### config.mk
export PLATFORM = sky130hd
export DESIGN_NAME = fifo_stream_drain
export DESIGN_NICKNAME = d
export VERILOG_FILES = /design/src/rtl/fifo_stream_drain.sv
export SDC_FILE = /design/constraint.sdc
export NUM_CORES = 1
export LEC_CHECK = 0
export CAP_MARGIN = 20
export CORE_MARGIN = 2
export CORE_UTILIZATION = 38
export CTS_CLUSTER_SIZE = 14
export DETAILED_ROUTE_END_ITERATION = 12
export RECOVER_POWER = 25
export SETUP_SLACK_MARGIN = 0.1
export SLEW_MARGIN = 10
export SYNTH_ARGS = -nofsm -noshare
export SYNTH_HDL_FRONTEND = slang
export SYNTH_SLANG_ARGS = --single-unit
### constraint.sdc
create_clock -name clk -period 5.38 [get_ports clk]
set_clock_uncertainty 0.15 [all_clocks]
set_input_delay 1.345 -clock clk [delete_from_list [all_inputs] [get_ports clk]]
set_output_delay 1.345 -clock clk [all_outputs]
set_load 0.01 [all_outputs]
### src/rtl/fifo_stream_drain.sv
// Drains a sync_fifo read port into a valid/ready stream with burst framing.
// A 3-entry skid buffer absorbs the FIFO read latency so reads never depend on m_ready.
module fifo_stream_drain #(
    parameter int DATA_WIDTH = 8,
    parameter int BURST_LEN  = 4,
    parameter int BEAT_BITS  = (BURST_LEN > 1) ? $clog2(BURST_LEN) : 1
) (
    input  logic                  clk,
    input  logic                  rst_n,
    input  logic                  en,
    input  logic                  fifo_empty,
    output logic                  fifo_rd_en,
    input  logic [DATA_WIDTH-1:0] fifo_rd_data,
    output logic                  m_valid,
    input  logic                  m_ready,
    output logic [DATA_WIDTH-1:0] m_data,
    output logic                  m_last,
    output logic                  idle
);

    logic [DATA_WIDTH-1:0] buf_q [3];
    logic [1:0]            wr_ptr;
    logic [1:0]            rd_ptr;
    logic [1:0]            occ;
    logic                  inflight;
    logic [BEAT_BITS-1:0]  beat;
    logic [2:0]            credit_used;
    logic                  landing;
    logic                  pop;

    function automatic logic [1:0] ptr_inc(input logic [1:0] p);
        return (p == 2'd2) ? 2'd0 : p + 2'd1;
    endfunction

    // A word already in flight still needs a slot, so it counts against the credit.
    assign credit_used = {1'b0, occ} + {2'b00, inflight};
    assign fifo_rd_en  = rst_n && en && !fifo_empty && (credit_used < 3'd3);

    assign landing = inflight;
    assign m_valid = (occ != 2'd0);
    assign pop     = m_valid && m_ready;
    assign m_last  = m_valid && (beat == BEAT_BITS'(BURST_LEN - 1));
    assign idle    = (occ == 2'd0) && !inflight && fifo_empty;

    always_comb begin
        m_data = buf_q[0];
        case (rd_ptr)
            2'd1:    m_data = buf_q[1];
            2'd2:    m_data = buf_q[2];
            default: m_data = buf_q[0];
        endcase
    end

    always_ff @(posedge clk or negedge rst_n) begin
        if (!rst_n) begin
            for (int i = 0; i < 3; i++) begin
                buf_q[i] <= '0;
            end
            wr_ptr   <= 2'd0;
            rd_ptr   <= 2'd0;
            occ      <= 2'd0;
            inflight <= 1'b0;
            beat     <= '0;
        end else begin
            inflight <= fifo_rd_en;
            for (int i = 0; i < 3; i++) begin
                if (landing && (wr_ptr == 2'(i))) begin
                    buf_q[i] <= fifo_rd_data;
                end
            end
            if (landing) begin
                wr_ptr <= ptr_inc(wr_ptr);
            end
            if (pop) begin
                rd_ptr <= ptr_inc(rd_ptr);
                beat   <= (beat == BEAT_BITS'(BURST_LEN - 1)) ? '0 : beat + 1'b1;
            end
            if (landing && !pop) begin
                occ <= occ + 2'd1;
            end else if (!landing && pop) begin
                occ <= occ - 2'd1;
            end
        end
    end

    // A landing into a full buffer with no pop would overflow the occupancy.
    assert property (@(posedge clk) disable iff (!rst_n) !((occ == 2'd3) && landing && !pop));

endmodule

==> results of run 1 <==
layout by cell type (no fill, tap or decap), drive strengths merged:
cell type	n
xor2	2
xnor2	1
and2	1
or2	1
mux2	27
dlygate4sd3	5
nor3	2
or3	1
o21ai	2
a21oi	8
ha	8
nor3b	1
nand2	1
nand3	1
a21o	2
a22oi	8
inv	4
nor2	9
dfrtp	33
clkdlybuf4s50	19
bufinv	1
clkinv	1
clkbuf	6
a2111oi	1
report_power, final:
| group | switching, mW | internal, mW | total [mW] |
|---|---|---|---|
| clock | 0.0865 | 0.134 | 0.221 |
| combinational | 0.238 | 0.321 | 0.559 |
| sequential | 0.0729 | 0.372 | 0.444 |
| total | 0.397 | 0.827 | 1.22 |
flip-flops by register name, indices dropped and copies added, names as in the netlist:
register  count
buf_q        24
beat          2
occ           2
rd_ptr        2
wr_ptr        2
inflight      1
final timing paths:
path	startpoint	to	slack, ns	depth (start not counted)
min in group asynchronous	rst_n	buf_q[22]	1.94	2
worst max register to register	inflight	buf_q[23]	3.09	3
worst max-delay path	rst_n	fifo_rd_en	0.76	4
worst min-delay path	buf_q[5]	buf_q[5]	0.36	1
worst min register to register	buf_q[5]	buf_q[5]	0.36	1
max in group asynchronous	rst_n	beat[0]	2.15	2
critical path, cell delays in order:
cell	delay, ns
sky130_fd_sc_hd__dlygate4sd3_1	0.55
sky130_fd_sc_hd__nand2_1	0.06
sky130_fd_sc_hd__a2111oi_0	0.52
sky130_fd_sc_hd__clkdlybuf4s50_1	0.65
layout make-up:
| cell class | count | share of cell area, % |
|---|---|---|
| clock buffers | 5 | 3.638 |
| clock inverters | 2 | 1.852 |
| inverters | 4 | 0.7937 |
| multi-input cells | 76 | 33.99 |
| flip-flops and latches | 33 | 43.65 |
| well taps | 48 | 3.175 |
| repair buffers | 25 | 12.90 |
logic make-up (layout without fill, tap and decap cells):
logic type	after synthesis	in the layout
buf+inv	9	36
mux	27	27
xor+xnor	3	3
compound gates	21	21
simple gates	17	17
fa+ha+maj	8	8
flops	33	33
per-stage QoR:
step | cells | hold slack (ns)
final | 193 | 0.3572
after global routing | 193 | 0.3689
after CTS | 193 | 0.3597
after detailed placement | 186 | 0.3446
after global placement | 186 | 0.3366
after floorplan | 118 | 0.3299
routing by layer:
metal	GRT usage, %	wire, um
met5	0	0
met4	7.653	58
met3	4.561	88
met2	25.12	1347
met1	18.35	1297
==> Flow_metrics.wiki, run 1 <==
{| class="wikitable"
! Metric !! Value
|-
| Outcome || finished, violations left
|-
| Violated checks || max-capacitance violations, max-slew violations
|-
| Post-CTS Hold Fix Bufs || 0
|-
| Post-route fraction of the period consumed by the critical path || 85.84%
|-
| Most frequent cell after synthesis || sky130_fd_sc_hd__dfrtp_1
|-
| Final Wtd Congestion || 0.6698
|-
| Mapped Avg Cell Area || 12.79 um2
|-
| Gates resized, CTS repair || 0
|-
| Number of nets in the synthesized netlist || 139
|-
| Required time of the critical path || 3.88 ns
|-
| Maximum number of pins on one net before global-route repair || 34
|-
| Main combinational cell family by area after synthesis || multiplexers
|-
| Longest Clk Path Bufs || 2
|-
| Share of layout cells above drive strength 1 || 24.14%
|-
| Layout fillers || 353
|-
| Number of antenna violations at the first check in global routing || 0
|-
| Leakage power figure || 0.8181 nW
|-
| Final design utilization || 50.53%
|-
| DRT Wirelength || 2791 um
|-
| Warnings, synthesis || 0
|-
| Post-route DRC violation count || 0
|-
| Flip-flop and latch count after synthesis || 33
|-
| Post-route minimum period || 4.618 ns
|-
| Area occupied by multi-input gates || 643.1 um2
|-
| Cell at the root of the clock tree || sky130_fd_sc_hd__clkbuf_8
|-
| Final slew viol count || 34
|-
| Overall track demand over capacity in global routing || 15.41%
|-
| Part of the Yosys area used for sequential elements || 54.73%
|-
| Main synth FF type || sky130_fd_sc_hd__dfrtp_1
|-
| Share of async-settable or async-resettable flops after synthesis || 100.0%
|-
| Clock Sinks || 33
|-
| Routed length per placed instance || 14.46 um
|-
| Number of port buffers || 24
|-
| Post-Place Worst Slack || 0.8193 ns
|-
| FF+latch area || 825.8 um2
|-
| Number of inserted diodes || 0
|-
| Synthesized instance count || 118
|-
| Number of global-route vias before repair || 1051
|-
| Final Setup Violations || 0
|-
| Worst Slack Setup Final || 0.7617 ns
|-
| Synth top area share || 54.73%
|-
| Number of synthesized flops with an enable pin || 0
|-
| Max transition margin || -14.40%
|-
| Arr. time, crit path || 3.12 ns
|-
| Post-CTS setup-driven buffer insertion count || 0
|-
| # IOs || 25
|-
| Total die area || 0.004491 mm2
|-
| Worst min path class || reg2reg
|-
| Number of nets at the end of the flow || 166
|-
| Critical Path Fanout Max || 2
|-
| Post-synthesis adder-cell area fraction || 6.633%
|-
| Core Footprint || 0.003744 mm2
|-
| Max Cap Viol || 1
|-
| Kind of capture point of the worst setup path || primary output
|-
| Final standard cell area without fillers || 0.001892 mm2
|-
| Area share of and/or/nand/nor cells after synthesis || 5.556%
|-
| Post-synth cell types || 23
|-
| Max frequency || 0.2165 GHz
|-
| Drt initial violations || 7
|-
| Vias per inst || 5.088
|-
| Horizontal extent of the die || 67.02 um
|-
| CTS H-Tree Depth || 2
|-
| Post-synthesis instance area || 0.001509 mm2
|-
| Floorplan die height || 67.02 um
|-
| Most frequent cells after synthesis || sky130_fd_sc_hd__dfrtp_1, sky130_fd_sc_hd__mux2_2, sky130_fd_sc_hd__nor2_1
|-
| Placed standard-cell area || 0.001797 mm2
|-
| Clock latency on the worst-skew pair || 0.28 ns
|-
| Max VDD drop || 0.2832 mV
|-
| Mux share of post-synthesis cell area || 20.15%
|-
| Setup repair after global routing missed its margin || false
|-
| PnR Total Power || 1.224 mW
|-
| Rows || 22
|-
| Clock edge transition at the registers on the reported setup and hold paths || 0.06 ns
|-
| Half-perimeter wire length after detailed placement || 1987 um
|-
| Critical path class || in2out
|-
| Synth-to-Final Area Change || 25.37%
|-
| Total congestion overflow after global routing || 0
|-
| Setup TNS || 0 ns
|-
| Count of final hold-check violations || 0
|-
| Detail Route Antenna Nets || 0
|-
| Synthesized-area fraction occupied by xor and xnor cells || 1.741%
|-
| Slew at the pin with the worst max-slew slack || 1.716 ns
|-
| Top cells by area, synth || sky130_fd_sc_hd__dfrtp_1, sky130_fd_sc_hd__mux2_2, sky130_fd_sc_hd__ha_1, sky130_fd_sc_hd__a22oi_1, sky130_fd_sc_hd__a21oi_1
|-
| CTS tree || built
|-
| Dominant cell type by area after synthesis || sky130_fd_sc_hd__dfrtp_1
|-
| Number of clock buffers inserted by TritonCTS || 5
|-
| Power density relative to cell area || 647.2 mW/mm2
|-
| Startpoint type of the worst setup path || input pin
|-
| Compound-Gate Fraction of Synth Area || 8.872%
|-
| Total iterations of the first detailed-routing run || 4
|-
| Effective utilization at floorplan || 40.31%
|-
| Via count || 982
|-
| First-pass GRT wire length || 4954 um
|}
Power figures use the tool's default switching activity.
==> run 2, diff against run 1 <==
- CTS_BUF_LIST: default -> sky130_fd_sc_hd__clkbuf_4 sky130_fd_sc_hd__clkbuf_8 sky130_fd_sc_hd__clkbuf_16
==> results of run 2 <==
Same layout as run 1: the final DEF is identical, and so are final timing and power.
==> run 3, diff against run 2 <==
- CORE_UTILIZATION: 38 -> 50
- PLACE_DENSITY: default -> 0.76
==> run 3 against run 2 <==
- the flow finishes with violations (design-rule violations, max-capacitance violations, max-slew violations)
- global-route usage grew 3.4 points
- fmax is 2.1% lower
- register-to-register slack improved by 0.06 ns
- die area is 23% lower
- clock power down 35%
- non-clock buffer count unchanged
- final cell count fell by 8.8%
- first-iteration DRC count grew to 3.7 times the previous value
- hold slack better by 0.0049 ns
- total power decreased by 6.0%
- largest cell class unchanged
- highest routed layer unchanged
==> Flow_metrics.wiki, run 3 (synthesis results as in run 1) <==
{| class="wikitable"
! Metric !! Value
|-
| Max VDD drop || 0.3874 mV
|-
| Post-route fraction of the period consumed by the critical path || 87.70%
|-
| Leakage power figure || 0.7992 nW
|-
| Max frequency || 0.2120 GHz
|-
| Routed length per placed instance || 15.90 um
|-
| Worst Slack Setup Final || 0.6619 ns
|-
| Overall track demand over capacity in global routing || 18.84%
|-
| Count of final hold-check violations || 0
|-
| Post-Place Worst Slack || 0.7112 ns
|-
| Longest Clk Path Bufs || 2
|-
| Outcome || finished, violations left
|-
| Violated checks || design-rule violations, max-capacitance violations, max-slew violations
|-
| Drt initial violations || 26
|-
| Critical Path Fanout Max || 2
|-
| Worst reg-to-reg path cell count || 3
|-
| Worst setup path startpoint || rst_n
|-
| Clock edge transition at the registers on the reported setup and hold paths || 0.09 ns
|-
| Post-CTS Hold Fix Bufs || 0
|-
| Number of port buffers || 24
|-
| Number of inserted diodes || 0
|-
| Commonest cells after routing, fill and taps aside || sky130_fd_sc_hd__dfrtp_1, sky130_fd_sc_hd__mux2_2, sky130_fd_sc_hd__clkdlybuf4s50_1
|-
| CTS tree || built
|-
| Vias per inst || 5.563
|-
| Max Cap Viol || 1
|-
| Power density relative to cell area || 630.6 mW/mm2
|-
| Gates resized, CTS repair || 0
|-
| CTS H-Tree Depth || 2
|-
| Post-route minimum period || 4.718 ns
|-
| # IOs || 25
|-
| Clock latency on the worst-skew pair || 0.33 ns
|-
| Final Setup Violations || 0
|-
| Worst r2r src || inflight
|-
| Hold_sp || buf_q[15]
|-
| Floorplan die height || 58.94 um
|-
| PnR Total Power || 1.151 mW
|-
| Maximum number of pins on one net before global-route repair || 34
|-
| R2R Path End || buf_q[23]
|-
| Final slew viol count || 34
|-
| Number of global-route vias before repair || 1034
|-
| Clock Sinks || 33
|-
| Detail Route Antenna Nets || 0
|-
| Total congestion overflow after global routing || 0
|-
| Total iterations of the first detailed-routing run || 8
|-
| Setup TNS || 0 ns
|-
| Kind of capture point of the worst setup path || primary output
|-
| DRT Wirelength || 2799 um
|-
| Max transition margin || -14.47%
|-
| Core Footprint || 0.002805 mm2
|-
| Slew at the pin with the worst max-slew slack || 1.717 ns
|-
| Via count || 979
|-
| Number of antenna violations at the first check in global routing || 0
|-
| Post-CTS setup-driven buffer insertion count || 0
|-
| Setup repair after global routing missed its margin || false
|-
| Effective utilization at floorplan || 53.79%
|-
| Post-route DRC violation count || 2
|-
| Total die area || 0.003473 mm2
|-
| Synth-to-Final Area Change || 20.98%
|-
| Number of nets at the end of the flow || 166
|-
| Half-perimeter wire length after detailed placement || 1984 um
|-
| Worst R2R Setup Slack || 3.15 ns
|-
| Number of clock buffers inserted by TritonCTS || 5
|-
| Arr. time, crit path || 3.22 ns
|-
| Critical path class || in2out
|-
| Last element of the critical path || fifo_rd_en
|-
| Required time of the critical path || 3.88 ns
|-
| Worst min path class || reg2reg
|-
| Startpoint type of the worst setup path || input pin
|-
| Rows || 19
|-
| Cell at the root of the clock tree || sky130_fd_sc_hd__clkbuf_4
|-
| Max FFs per register || 24
|-
| Final Wtd Congestion || 0.8147
|-
| Register name with the most flops || buf_q
|-
| Share of layout cells above drive strength 1 || 24.14%
|-
| First-pass GRT wire length || 4657 um
|-
| Leading cell type in the layout, fill and taps excluded || sky130_fd_sc_hd__dfrtp_1
|-
| Horizontal extent of the die || 58.94 um
|}
-- run 3: area by class of cell --
cell class / instances / area, um2
sequential: 33 / 825.8
tap: 31 / 38.79
timing repair buffer: 25 / 244.0
fill: 223 / 979.7
inverter: 4 / 15.01
clock buffer: 7 / 58.81
multi-input combinational: 76 / 643.1
-- run 3: stage by stage --
step / utilization (%) / cells / instance area, um2 / hold WS, ns
2_1_floorplan: - / 118 / 1509 / 0.3299
3_3_place_gp: 63.29 / 169 / 1775 / 0.3379
3_5_place_dp: 63.29 / 169 / 1775 / 0.3440
4_1_cts: 65.39 / 176 / 1834 / 0.3653
5_1_grt: 65.08 / 176 / 1826 / 0.3787
6_report: 65.08 / 176 / 1826 / 0.3621
-- run 3: report_power, final --
part | internal [mW] | total, mW | leakage (nW) | switching, mW
registers | 0.371 | 0.444 | 0.394 | 0.0732
logic | 0.322 | 0.565 | 0.370 | 0.243
clock network | 0.0667 | 0.143 | 0.0348 | 0.0760
total | 0.759 | 1.15 | 0.799 | 0.392
-- run 3: critical path, cell delays in order --
cell and delay, ns:
sky130_fd_sc_hd__dlygate4sd3_1 0.56, sky130_fd_sc_hd__nand2_1 0.07, sky130_fd_sc_hd__a2111oi_0 0.59, sky130_fd_sc_hd__clkdlybuf4s50_1 0.66
-- run 3: worst min path at each step --
stage / to / depth (start not counted)
2_1_floorplan: buf_q[10] / 1
3_3_place_gp: buf_q[15] / 1
3_5_place_dp: buf_q[10] / 1
4_1_cts: buf_q[15] / 1
5_1_grt: buf_q[16] / 1
6_report: buf_q[15] / 1
-- run 3: routing by layer --
metal	track usage [%]	part of all wire [%]	vias up
met5	0	0	-
met4	5.844	1.2	0
met3	7.692	4.6	5
met2	31.27	47	24
met1	22.33	47	477
li1	-	-	473
